<file path="src/rtl/ysyx_23060096_ifu.sv">
// ysyx_23060096_ifu : instruction fetch unit.
// Owns the fetch PC and keeps at most one instruction-memory request
// outstanding. Each fetched word is held for decode until it is consumed.
// A redirect from execute replaces the fetch PC and squashes whatever
// instruction is in flight or being held.
//
// Optional feature: define YSYX_23060096_IFU_EBREAK_HALT_EN to make fetch stop
// for good once an ebreak has been handed to decode. Only reset leaves that
// state.
//
// state  | meaning
// INIT   | reset just released; no request on the bus yet
// REQ    | request on the bus, held until the memory accepts it
// WAIT   | waiting for the response to the outstanding request
// HOLD   | fetched instruction offered to decode
// HALT   | ebreak consumed; fetch stopped (only with the macro defined)

module ysyx_23060096_ifu #(
    parameter logic [31:0] RESET_PC = 32'h8000_0000
) (
    input  logic        clk,
    input  logic        rstn,
    output logic        imem_req_valid,
    input  logic        imem_req_ready,
    output logic [31:0] imem_req_addr,
    input  logic        imem_rsp_valid,
    output logic        imem_rsp_ready,
    input  logic [31:0] imem_rsp_data,
    input  logic        imem_rsp_err,
    output logic        inst_valid,
    input  logic        inst_ready,
    output logic [31:0] inst,
    output logic [31:0] inst_pc,
    output logic        inst_fault,
    input  logic        redirect_valid,
    input  logic [31:0] redirect_pc,
    output logic        halted
);

    localparam logic [31:0] NOP = 32'h0000_0013;
`ifdef YSYX_23060096_IFU_EBREAK_HALT_EN
    localparam logic [31:0] EBREAK = 32'h0010_0073;
`endif

`ifdef YSYX_23060096_IFU_EBREAK_HALT_EN
    typedef enum logic [2:0] {S_INIT, S_REQ, S_WAIT, S_HOLD, S_HALT} state_e;
`else
    typedef enum logic [2:0] {S_INIT, S_REQ, S_WAIT, S_HOLD} state_e;
`endif

    state_e      state_q;
    logic [31:0] fetch_pc_q;
    logic [31:0] req_addr_q;
    logic        kill_q;
    logic [31:0] inst_q;
    logic [31:0] inst_pc_q;
    logic        inst_fault_q;

    logic [31:0] redir_pc_d;
    logic [31:0] pc_plus4_d;

    // Redirect targets are forced word aligned; sequential fetch wraps naturally.
    assign redir_pc_d = redirect_pc & ~32'h0000_0003;
    assign pc_plus4_d = fetch_pc_q + 32'd4;

    // Fetch FSM with its PC, kill flag and held-instruction registers.
    // req_addr_q is separate from fetch_pc_q so a redirect can retarget the
    // next fetch while an unaccepted request keeps its address on the bus.
    always_ff @(posedge clk or negedge rstn) begin
        if (!rstn) begin
            state_q      <= S_INIT;
            fetch_pc_q   <= RESET_PC;
            req_addr_q   <= RESET_PC;
            kill_q       <= 1'b0;
            inst_q       <= 32'h0;
            inst_pc_q    <= 32'h0;
            inst_fault_q <= 1'b0;
        end else begin
            case (state_q)
                S_INIT: begin
                    state_q <= S_REQ;
                    if (redirect_valid) begin
                        fetch_pc_q <= redir_pc_d;
                        req_addr_q <= redir_pc_d;
                    end else begin
                        req_addr_q <= fetch_pc_q;
                    end
                end
                S_REQ: begin
                    if (redirect_valid) begin
                        fetch_pc_q <= redir_pc_d;
                        kill_q     <= 1'b1;
                    end
                    if (imem_req_ready) begin
                        state_q <= S_WAIT;
                    end
                end
                S_WAIT: begin
                    if (imem_rsp_valid) begin
                        if (kill_q || redirect_valid) begin
                            // Stale response: drop it and refetch from the target.
                            kill_q  <= 1'b0;
                            state_q <= S_REQ;
                            if (redirect_valid) begin
                                fetch_pc_q <= redir_pc_d;
                                req_addr_q <= redir_pc_d;
                            end else begin
                                req_addr_q <= fetch_pc_q;
                            end
                        end else begin
                            state_q      <= S_HOLD;
                            inst_q       <= imem_rsp_err ? NOP : imem_rsp_data;
                            inst_fault_q <= imem_rsp_err;
                            inst_pc_q    <= fetch_pc_q;
                        end
                    end else if (redirect_valid) begin
                        fetch_pc_q <= redir_pc_d;
                        kill_q     <= 1'b1;
                    end
                end
                S_HOLD: begin
                    if (redirect_valid) begin
                        state_q    <= S_REQ;
                        fetch_pc_q <= redir_pc_d;
                        req_addr_q <= redir_pc_d;
                    end else if (inst_ready) begin
                        fetch_pc_q <= pc_plus4_d;
                        req_addr_q <= pc_plus4_d;
`ifdef YSYX_23060096_IFU_EBREAK_HALT_EN
                        state_q    <= (inst_q == EBREAK) ? S_HALT : S_REQ;
`else
                        state_q    <= S_REQ;
`endif
                    end
                end
`ifdef YSYX_23060096_IFU_EBREAK_HALT_EN
                S_HALT: begin
                    state_q <= S_HALT;
                end
`endif
                default: begin
                    state_q <= S_INIT;
                end
            endcase
        end
    end

    // Handshake outputs decode from state only; redirect masks inst_valid so a
    // squashed instruction can never be consumed in the redirect cycle.
    assign imem_req_valid = (state_q == S_REQ);
    assign imem_req_addr  = req_addr_q;
    assign imem_rsp_ready = (state_q == S_WAIT);
    assign inst_valid     = (state_q == S_HOLD) && !redirect_valid;
    assign inst           = inst_q;
    assign inst_pc        = inst_pc_q;
    assign inst_fault     = inst_fault_q;
`ifdef YSYX_23060096_IFU_EBREAK_HALT_EN
    assign halted         = (state_q == S_HALT);
`else
    assign halted         = 1'b0;
`endif

endmodule
</file>
<file path="config.mk">
export PLATFORM = sky130hd
export DESIGN_NAME = ysyx_23060096_ifu
export DESIGN_NICKNAME = d
export VERILOG_FILES = /design/src/rtl/ysyx_23060096_ifu.sv
export SDC_FILE = /design/constraint.sdc
export NUM_CORES = 1
export LEC_CHECK = 0
export CAP_MARGIN = 10
export CELL_PAD_IN_SITES_DETAIL_PLACEMENT = 0
export CELL_PAD_IN_SITES_GLOBAL_PLACEMENT = 1
export CORE_MARGIN = 2
export CORE_UTILIZATION = 34
export CTS_CLUSTER_DIAMETER = 200
export DETAILED_ROUTE_END_ITERATION = 10
export PLACE_DENSITY = 0.87
export SYNTH_ARGS = -nofsm -noshare
export SYNTH_HDL_FRONTEND = slang
export SYNTH_SLANG_ARGS = --single-unit
</file>
<file path="constraint.sdc">
create_clock -name clk -period 2.1 [get_ports clk]
set_input_delay 0.315 -clock clk [delete_from_list [all_inputs] [get_ports clk]]
set_output_delay 0.315 -clock clk [all_outputs]
set_load 0.05 [all_outputs]
</file>
==> metrics <==
flop-to-flop setup slack=0.07 ns; Layout Cell Area excl Fill=9550 µm²; H-tree levels=4; hpwl dp=13500 µm; final period utilization=0.966; Total GRT Usage=0.186; final core utilization=0.507; RSZ-0062 raised after global routing=true; Root Driver=clkbuf_16; Finished Layout Cells=1138; CP endpoint kind=flop; DP Area=8850 µm²; #FFs+latches synth=132; die height=143 µm; worst-skew pair later-pin latency=0.42 ns; Inserted Diodes=0; FF-to-FF Start=state_q[0]$_DFFE_PN0P_; WL per Instance=16.7 µm; Max Fclk=0.493 GHz; top cell type's share of synthesized area=0.494; placer congestion estimate=0.822; I/O Buffers=168; Placed Cells incl. Taps=1104; min cycle time layout=2.03 ns; DRC viols=0; Arr. time, crit path=2.36 ns; Clock Tree Buf Depth=2; # IOs=172; Reg clk slew, reported paths=0.06 ns; fin. max-slew vios=0; area of the multi-input gates=3080 µm²; Worst VDD drop=0.000843 V; leakage power=4.11 nW; P_sw=6.10 mW; max-capacitance violation count=0; switch share=0.437; R2R depth=7; Power Dens Cells=1460 nW/µm²; Crit Path Class=reg -> reg; Setup crit start=state_q[0]$_DFFE_PN0P_; standard-cell rows=50; Iteration-0 DRC Markers=287; proportion of layout cells with a drive suffix above 1=0.175; Avg Vias per Cell=5.05; Hold EP=kill_q$_DFFE_PN0P_; max_slew headroom=0.541; CTS tree=built; top-count cell post-synth=dfrtp_1; Worst EP required=2.43 ns; Clk pwr share=0.224; antenna-violating nets left=0; grt total ovfl=0; Setup Skew=0.0108 ns; Setup Fix Bufs, Post-CTS=0; Num CTS Buffers=17; vias in the first global route=5453; WHS Path Cells=3; Area growth syn-to-layout=45.0%; DR vias=5746; most frequent cells after synthesis=dfrtp_1, nand2_1, o21ai_0, nand2b_1, mux2_2; routed wire length=19000 µm; sequential fraction of the synthesis area=0.502; overall power=14.0 mW; Hold Worst Slack=0.257 ns; register area=3310 µm²; Seq pwr share=0.284; Reg-to-Reg End=imem_req_addr[9]$_DFFE_PN0P_; Hold Path Class=in -> reg; drt first pass iters=5; Initial Utilization=0.350; Post-Synthesis Cells=674; Worst Hold Launch=redirect_valid; Core Region=18800 µm²; Fillers=1750; commonest register cell after synthesis=dfrtp_1; Die W=143 µm; Clock Sinks=132; Synth Cell Area=6580 µm²; post-synth top area cell=dfrtp_1; Synth area leaders=dfrtp_1, mux2_2, o21ai_0; Final Hold Fails=0; ys async rst share=1.00; largest net degree at the start of global routing=66; crit path launch type=flop; Synthesis Warnings=0; Die ar.=20500 µm²; Mean Syn Cell Area=9.77 µm²; number of distinct library cells after synthesis=65; final setup fails=0; Power Internal=7.86 mW; antenna violations before repair=0; Post-synth EDFFs=0; Critical Path Fanout Max=10; Comb power frac=0.492; Synth Net Count=750; status=completed; first-pass GRT wire length=29400 µm; Layout Nets=941; Worst Tran Pin Value=0.688 ns
==> how the worst max path moves through the flow <==
| stage | to | slack (ns) |
|---|---|---|
| 2_1_floorplan | imem_req_addr[24]$_DFFE_PN0P_ | 0.03 |
| 4_1_cts | imem_req_addr[31]$_DFFE_PN1P_ | 0.02 |
| 3_5_place_dp | fetch_pc_q[31]$_DFFE_PN1P_ | -0.04 |
| 5_1_grt | fetch_pc_q[9]$_DFFE_PN0P_ | -0.05 |
| 3_3_place_gp | imem_req_addr[10]$_DFFE_PN0P_ | -0.004 |
| 6_report | imem_req_addr[9]$_DFFE_PN0P_ | 0.07 |
==> through the flow <==
stage	setup TNS, ns	setup WS, ns
after CTS	0	0.0180
after floorplan	0	0.0327
final	0	0.0706
after detailed placement	-0.0845	-0.0372
after global placement	-0.00437	-0.00396
after global routing	-0.0895	-0.0495
==> critical path: stages (launching register included) <==
cell     delay (ns)
dfrtp_1        0.41
ha_2           0.29
buf_12         0.14
inv_1          0.04
or4_1          0.53
xnor2_1        0.19
nor2_1         0.08
o31ai_1        0.26
==> flip-flops by register name, summed over array words and instances (netlist names) <==
register / count
inst_fault: 1
inst: 32
kill_q: 1
inst_pc: 32
state_q: 2
fetch_pc_q: 32
imem_req_addr: 32
==> power by group through the flow <==
stage / combinational [mW] / clock [mW] / sequential (mW)
3_3_place_gp: 6.76 / 0 / 3.98
4_1_cts: 6.85 / 3.20 / 3.98
2_1_floorplan: 1.87 / 0 / 6.35
3_5_place_dp: 6.82 / 0 / 4.00
6_report: 6.87 / 3.12 / 3.97
5_1_grt: 7.27 / 3.33 / 4.08
==> cell usage in the layout (no fill, tap or decap), types with 5 or more instances in the layout <==
master,instances
a21oi_1,25
o21ai_0,75
clkbuf_16,17
nand2b_1,34
dfrtp_1,130
clkdlybuf4s50_1,160
buf_12,5
nand3_1,14
o22ai_1,6
nor2b_1,9
and3_1,5
o31ai_1,7
nand2_1,95
o221ai_1,7
nor3_1,10
nand4_1,14
a22oi_1,5
mux2_2,35
nor2_1,26
mux2i_1,11
xor2_1,9
xnor2_1,10
inv_1,20
buf_4,54
and2_1,6
==> kinds of logic (layout without fill, tap and decap cells) <==
logic type                 after synthesis  count (layout)  synth area share
muxes                                   46              46            0.0766
buffers and inverters                   72             275            0.0460
AOI/OAI and AO/OA                      163             164             0.154
xor gates and xnor gates                19              19            0.0253
DFF                                    132             132             0.502
and+or+nand+nor                        236             236             0.186
other                                    1               1          0.000570
adders and majority gates                5               5           0.00950
==> routing by layer <==
metal | part of all wire | track usage | routed length (µm)
met1 | 0.46 | 0.252 | 8670
met4 | 0.017 | 0.0677 | 318
met2 | 0.45 | 0.284 | 8520
met5 | 0 | 0 | 0
met3 | 0.078 | 0.0540 | 1490
==> repair_timing <==
action,in CTS,in global routing
pin swaps,0,0
cloned,0,1
hold buffers,1,0
gates resized for setup,2,8
hold endpoints to repair,57,0
setup endpoints to repair,4,24
==> area by class of cell <==
type | count | area share
clock inverter | 11 | 0.0156
multi-input combinational | 471 | 0.322
inverter | 20 | 0.00786
timing repair buffer | 223 | 0.225
clock buffer | 21 | 0.0493
tap | 260 | 0.0341
sequential | 132 | 0.346
Power figures use the tool's default switching activity.
